--- config.mk ---
export PLATFORM = sky130hd
export DESIGN_NAME = ram_port_arbiter
export DESIGN_NICKNAME = d
export VERILOG_FILES = /design/src/rtl/ram_port_arbiter_pkg.sv /design/src/rtl/ram_port_arbiter_starve_counter.sv /design/src/rtl/ram_port_arbiter.sv
export SDC_FILE = /design/constraint.sdc
export NUM_CORES = 1
export LEC_CHECK = 0
export CAP_MARGIN = 20
export CORE_AREA = 2 2 106 108
export CTS_CLUSTER_DIAMETER = 150
export DETAILED_ROUTE_END_ITERATION = 10
export DIE_AREA = 0 0 108 110
export SYNTH_ARGS = -nofsm -noshare
export SYNTH_HDL_FRONTEND = slang
export SYNTH_HIERARCHICAL = 1
export SYNTH_SLANG_ARGS = --single-unit
--- constraint.sdc ---
create_clock -name clock -period 2.2 [get_ports clock]
set_input_delay 0.33 -clock clock [delete_from_list [all_inputs] [get_ports clock]]
set_output_delay 0.33 -clock clock [all_outputs]
set_load 0.05 [all_outputs]
--- src/rtl/ram_port_arbiter_pkg.sv ---
// Shared core types for the data-RAM port arbiter and the load/store unit:
// word size, access width encoding and the alignment rule.
package ram_port_arbiter_pkg;

    localparam int unsigned XLEN = 32;

    typedef enum logic [1:0] {
        write_byte     = 2'd0,
        write_halfword = 2'd1,
        write_word     = 2'd2
    } write_width_t;

    typedef enum logic [1:0] {
        OWNER_NONE  = 2'd0,
        OWNER_DATA  = 2'd1,
        OWNER_FETCH = 2'd2
    } owner_t;

    // Only the two low address bits decide alignment; an unknown width encoding is rejected.
    function automatic logic is_misaligned(input logic [1:0] addr_lsb, input write_width_t width);
        logic mis;
        unique case (width)
            write_byte:     mis = 1'b0;
            write_halfword: mis = (addr_lsb == 2'd3);
            write_word:     mis = (addr_lsb != 2'd0);
            default:        mis = 1'b1;
        endcase
        return mis;
    endfunction

endpackage

--- src/rtl/ram_port_arbiter_starve_counter.sv ---
// Saturating counter of consecutive data grants while fetch waits.
// sat_o tells the arbiter that fetch must win the next contested cycle.
module ram_port_arbiter_starve_counter #(
    parameter int unsigned LIMIT = 4
) (
    input  logic clock,
    input  logic reset_n,
    input  logic inc_i,
    input  logic clr_i,
    output logic sat_o
);

    localparam int unsigned    W   = $clog2(LIMIT + 1);
    localparam logic [W-1:0]   MAX = W'(LIMIT);

    logic [W-1:0] cnt_q, cnt_d;

    always_comb begin
        // NOTE: every combinational output gets a default first so no path leaves it unassigned (no latch).
        cnt_d = cnt_q;
        if (clr_i) begin
            cnt_d = '0;
        end else if (inc_i && (cnt_q != MAX)) begin
            cnt_d = cnt_q + 1'b1;
        end
    end

    always_ff @(posedge clock or negedge reset_n) begin
        // NOTE: state registers use non-blocking assignments so all flops update together at the edge.
        if (!reset_n) begin
            cnt_q <= '0;
        end else begin
            cnt_q <= cnt_d;
        end
    end

    assign sat_o = (cnt_q == MAX);

endmodule

--- src/rtl/ram_port_arbiter.sv ---
// Single-port data RAM arbiter: data port over fetch with bounded fetch starvation,
// misaligned-access rejection and routing of the one-cycle-latency read word.
module ram_port_arbiter
    import ram_port_arbiter_pkg::*;
#(
    parameter int unsigned STARVE_LIMIT = 4
) (
    input  logic              clock,
    input  logic              reset_n,

    input  logic              d_req_valid,
    output logic              d_req_ready,
    input  logic [XLEN-1:0]   d_addr,
    input  logic [XLEN-1:0]   d_w_data,
    input  write_width_t      d_w_width,
    input  logic              d_w_enable,
    output logic              d_rsp_valid,
    output logic [XLEN-1:0]   d_rsp_data,
    output logic              d_rsp_err,

    input  logic              i_req_valid,
    output logic              i_req_ready,
    input  logic [XLEN-1:0]   i_addr,
    output logic              i_rsp_valid,
    output logic [XLEN-1:0]   i_rsp_data,
    output logic              i_rsp_err,

    output logic [XLEN-1:0]   ram_addr,
    output logic [XLEN-1:0]   ram_w_data,
    output write_width_t      ram_w_width,
    output logic              ram_w_enable,
    input  logic [XLEN-1:0]   ram_r_data
);

    owner_t grant;
    logic   d_misaligned;
    logic   i_misaligned;
    logic   starve_sat;

    owner_t owner_q, owner_d;
    logic   err_q, err_d;
    logic   store_q, store_d;

    assign d_misaligned = is_misaligned(d_addr[1:0], d_w_width);
    assign i_misaligned = is_misaligned(i_addr[1:0], write_word);

    // Gating with reset_n keeps ready and the write strobe low while in reset.
    always_comb begin
        grant = OWNER_NONE;
        if (reset_n) begin
            if (i_req_valid && (starve_sat || !d_req_valid)) begin
                grant = OWNER_FETCH;
            end else if (d_req_valid) begin
                grant = OWNER_DATA;
            end
        end
    end

    assign d_req_ready = (grant == OWNER_DATA);
    assign i_req_ready = (grant == OWNER_FETCH);

    always_comb begin
        ram_addr     = '0;
        ram_w_data   = '0;
        ram_w_width  = write_word;
        ram_w_enable = 1'b0;
        unique case (grant)
            OWNER_DATA: begin
                ram_addr     = d_addr;
                ram_w_data   = d_w_data;
                ram_w_width  = d_w_width;
                ram_w_enable = d_w_enable && !d_misaligned;
            end
            OWNER_FETCH: begin
                ram_addr     = i_addr;
            end
            default: ;
        endcase
    end

    always_comb begin
        owner_d = grant;
        store_d = (grant == OWNER_DATA) && d_w_enable;
        err_d   = 1'b0;
        if (grant == OWNER_DATA) begin
            err_d = d_misaligned;
        end else if (grant == OWNER_FETCH) begin
            err_d = i_misaligned;
        end
    end

    always_ff @(posedge clock or negedge reset_n) begin
        if (!reset_n) begin
            owner_q <= OWNER_NONE;
            err_q   <= 1'b0;
            store_q <= 1'b0;
        end else begin
            owner_q <= owner_d;
            err_q   <= err_d;
            store_q <= store_d;
        end
    end

    // The RAM word arrives one cycle after the address, so it is steered by the captured owner.
    assign d_rsp_valid = (owner_q == OWNER_DATA);
    assign d_rsp_err   = d_rsp_valid && err_q;
    assign d_rsp_data  = (d_rsp_valid && !err_q && !store_q) ? ram_r_data : '0;

    assign i_rsp_valid = (owner_q == OWNER_FETCH);
    assign i_rsp_err   = i_rsp_valid && err_q;
    assign i_rsp_data  = (i_rsp_valid && !err_q) ? ram_r_data : '0;

    ram_port_arbiter_starve_counter #(
        .LIMIT (STARVE_LIMIT)
    ) u_starve_counter (
        .clock   (clock),
        .reset_n (reset_n),
        .inc_i   ((grant == OWNER_DATA) && i_req_valid),
        .clr_i   ((grant == OWNER_FETCH) || !i_req_valid),
        .sat_o   (starve_sat)
    );

endmodule

==> results of run 1 <==
[cell usage after synthesis]
cell type	number	area, sq um
nor2b_1	1	6.260
nand2_1	2	7.510
buf_1	2	7.510
a21oi_1	3	15.01
buf_2	2	10.01
nor2_1	35	131.4
inv_1	7	26.28
a21o_1	1	7.510
a22oi_1	32	240.2
o21ai_0	2	10.01
ha_1	5	62.56
mux2_4	1	15.01
nand3_1	1	5.000
nor3b_4	1	18.77
clkbuf_1	10	37.54
and2b_1	1	7.510
and2_1	100	625.6
nor2b_4	1	13.76
mux2i_1	1	10.01
and4b_1	1	10.01
nand2b_1	4	25.02
dfrtp_1	7	175.2
and2b_4	1	10.01
a21boi_2	1	11.26
buf_4	3	22.52
o211ai_1	1	7.510
nor3_1	1	5.000
and2_2	1	7.510
buf_6	3	33.78
[through the flow]
step	util [%]	total power, uW	setup WS, ns	area [sq um]
final	64.23	1685	-0.3345	6872
after floorplan	-	708.5	-0.1478	2088
after CTS	62.96	1672	-0.4263	6735
after global routing	64.23	1755	-0.4316	6872
after global placement	59.23	1393	-0.3235	6336
after detailed placement	59.23	1406	-0.3903	6336
[area by class of cell]
cell class	count	area, sq um
inverters	7	26.28
multi-input cells	197	1812
fillers	840	3826
well taps	140	175.2
repair buffers	316	4638
clock buffers	4	45.04
flip-flops and latches	7	175.2
[power groups by stage]
stage | Combinational (uW) | Sequential [uW] | Clock, uW
floorplan | 569 | 139 | 0
global placement | 1250 | 140 | 0
detailed placement | 1270 | 140 | 0
CTS | 1340 | 138 | 190
global route | 1420 | 139 | 197
finish | 1360 | 138 | 185
[path summary, 6_finish.rpt]
kind                                                       start                                    end  slack (ns)
setup / recovery           u_starve_counter/cnt_q[1]$_DFFE_PN0P_                           ram_addr[18]       -0.33
hold / removal                                           reset_n  u_starve_counter/cnt_q[2]$_DFFE_PN0P_        0.51
setup reg to reg           u_starve_counter/cnt_q[0]$_DFFE_PN0P_  u_starve_counter/cnt_q[0]$_DFFE_PN0P_       -0.06
hold reg to reg            u_starve_counter/cnt_q[2]$_DFFE_PN0P_  u_starve_counter/cnt_q[2]$_DFFE_PN0P_        0.67
max in group asynchronous                                reset_n                   owner_q[0]$_DFF_PN0_        1.57
min in group clock         u_starve_counter/cnt_q[2]$_DFFE_PN0P_  u_starve_counter/cnt_q[2]$_DFFE_PN0P_        0.67
[cells by family (layout without fill, tap and decap cells)]
family	count (synthesis)	count (layout)	share of synthesized area, %
mux	2	2	1.598
flops	7	7	11.19
compound gates	40	40	18.63
simple gates	150	150	55.80
fa+ha+maj	5	5	3.997
buf+inv	27	327	8.793
[registers in the layout, indices dropped and copies added (netlist names)]
signal and count:
err_q 1, store_q 1, owner_q 2, u_starve_counter/cnt_q 3
[what timing repair did]
item / in CTS / in global routing
endpoints found under the setup margin: 69 / 73
pin swaps: 23 / 20
gates resized for setup: 31 / 22
cloned: 4 / 3
buffers inserted: 9 / 6
endpoints found under the hold margin: 0 / 0
[metal layers]
layer / vias up / track usage [%] / part of all wire [%]
met4: 0 / 3.114 / 0.66
met2: 173 / 32.84 / 56
li1: 1355 / - / -
met1: 1281 / 17.03 / 32
met3: 5 / 5.703 / 12
met5: - / 0 / 0
[critical path, delay by kind of cell, from the launching register on]
kind                       cells  cell delay [ns]
adders and majority gates      2             0.34
AOI/OAI and AO/OA              2             0.28
buffers and inverters          6             0.77
and+or+nand+nor                2             0.21
DFF                            1             0.38
==> impl_metrics.ini, run 1 <==
[timing]
worst_pin_slew_ns = 0.5222
finClkSkew_ns = 0.002858
fmax_ghz = 0.3946
rsz0062_at_grt = true
fin_ws_ns = -0.3345
fin_crit_ns = 2.534
finalCritPeriodShare_pct = 115.2
slew_viol_final = 0
relSlewSlack_pct = 65.08
tns_ns = -17.29
final-hold-violation-count = 0
fin_hold_ws_ns = 0.5084
setup_viol = 71

[place]
gp_congestion = 0.7291
dp_cells = 647
dpl.hpwl_mm = 8.858
numPortBuffers = 271

[die]
rows = 38
placeableCoreArea_sq_um = 10700
die_area_sq_um = 11880
die_y_um = 110
start_util_pct = 14.63
io-pin-count = 272
die_w_um = 108

[global_route]
antenna_found_initial = 0
grt_pass1_wl_mm = 15.54
grt_max_degree = 33
grt_usage_pct = 16.65
grt_pass1_vias = 2915
grt_overflow_total = 0

[clock_tree]
hold_buffers = 0
cts_htree_levels = 1
cts.sinks = 7
cts_root_buffer = clkbuf_8
clk_pin_slew_worst_paths_ns = 0.04
cts_tree = yes
clk_path_buf_depth = 2
clk_latency_ns = 0.23
numCtsBuffers = 3

[power_and_ir_drop]
combPwrFrac_pct = 80.8
clockPowerShare_pct = 11.0
switching_share_pct = 41.06
ir_drop_mv = 0.1109
p_int_uw = 992.9
leakage_uw = 0.002693
p_seq_share_pct = 8.2
p_switching_uw = 691.8
p_per_area_nw_per_um2 = 245.2

[worst_setup_path]
worstPathArrival_ns = 2.20
slowest_delay_ns = 0.38
rr_worst_depth = 12
critPathMaxFanout = 7
crit_chain = inv_2 -> ha_4 -> and2_4 -> o211ai_1 -> buf_4 -> buf_6 -> ha_4 -> buf_12 -> buf_16 -> a22oi_2 -> nor2_4 -> buf_12
endpoint_kind = primary output
cp_slowest_cell = dfrtp_1
cp.required_ns = 1.87
worstSetupPathType = reg2out
crit_path_start_kind = flop

[cells_and_area]
instances_no_fill = 671
final_common_cell = buf_12
layout-drive-gt1-share_pct = 56.69
antennaDiodeCount = 0
final_nets = 672
area_growth_pct = 339.0
final_cell_mix = buf_12, clkdlybuf4s50_1, and2_1

[route]
routedWlPerCell_um = 16.06
drtIter0Drc = 67
vias = 2814
drc = 0
dr.pass1.iters = 4
wl_mm = 10.78
antenna_left = 0
viasPerCell = 4.194

[synthesis]
synth_nets = 371
syn_avg_cell_area_sq_um = 6.776
yosysWarnings = 6
synth_seq_area_share_pct = 11.19
synth_area_sq_um = 1565
synth-seq-cells = 7
yosysUniqueCellTypes = 29
synth_cells = 231

[worst_hold_path]
hp-class = in2async

[flow_run]
maxCapViolCount = 0

[outcome]
violations = negative setup slack
status = complete, but fails checks
No activity file was read; power rests on OpenSTA's default activity.
==> run 2: changes to the inputs <==
--- a/config.mk
+++ b/config.mk
@@ -5,11 +5,12 @@
 export SDC_FILE = /design/constraint.sdc
 export NUM_CORES = 1
 export LEC_CHECK = 0
-export CAP_MARGIN = 20
+export CAP_MARGIN = 25
 export CORE_AREA = 2 2 106 108
 export CTS_CLUSTER_DIAMETER = 150
 export DETAILED_ROUTE_END_ITERATION = 10
 export DIE_AREA = 0 0 108 110
+export SLEW_MARGIN = 10
 export SYNTH_ARGS = -nofsm -noshare
 export SYNTH_HDL_FRONTEND = slang
 export SYNTH_HIERARCHICAL = 1
==> results of run 2 <==
The final DEF is identical to that of run 1; final timing and power are the same.
==> run 3: changes to the inputs <==
--- a/config.mk
+++ b/config.mk
@@ -5,7 +5,7 @@
 export SDC_FILE = /design/constraint.sdc
 export NUM_CORES = 1
 export LEC_CHECK = 0
-export CAP_MARGIN = 25
+export CAP_MARGIN = 20
 export CORE_AREA = 2 2 106 108
 export CTS_CLUSTER_DIAMETER = 150
 export DETAILED_ROUTE_END_ITERATION = 10
==> results of run 3 <==
The final DEF is identical to that of run 1; final timing and power are the same.
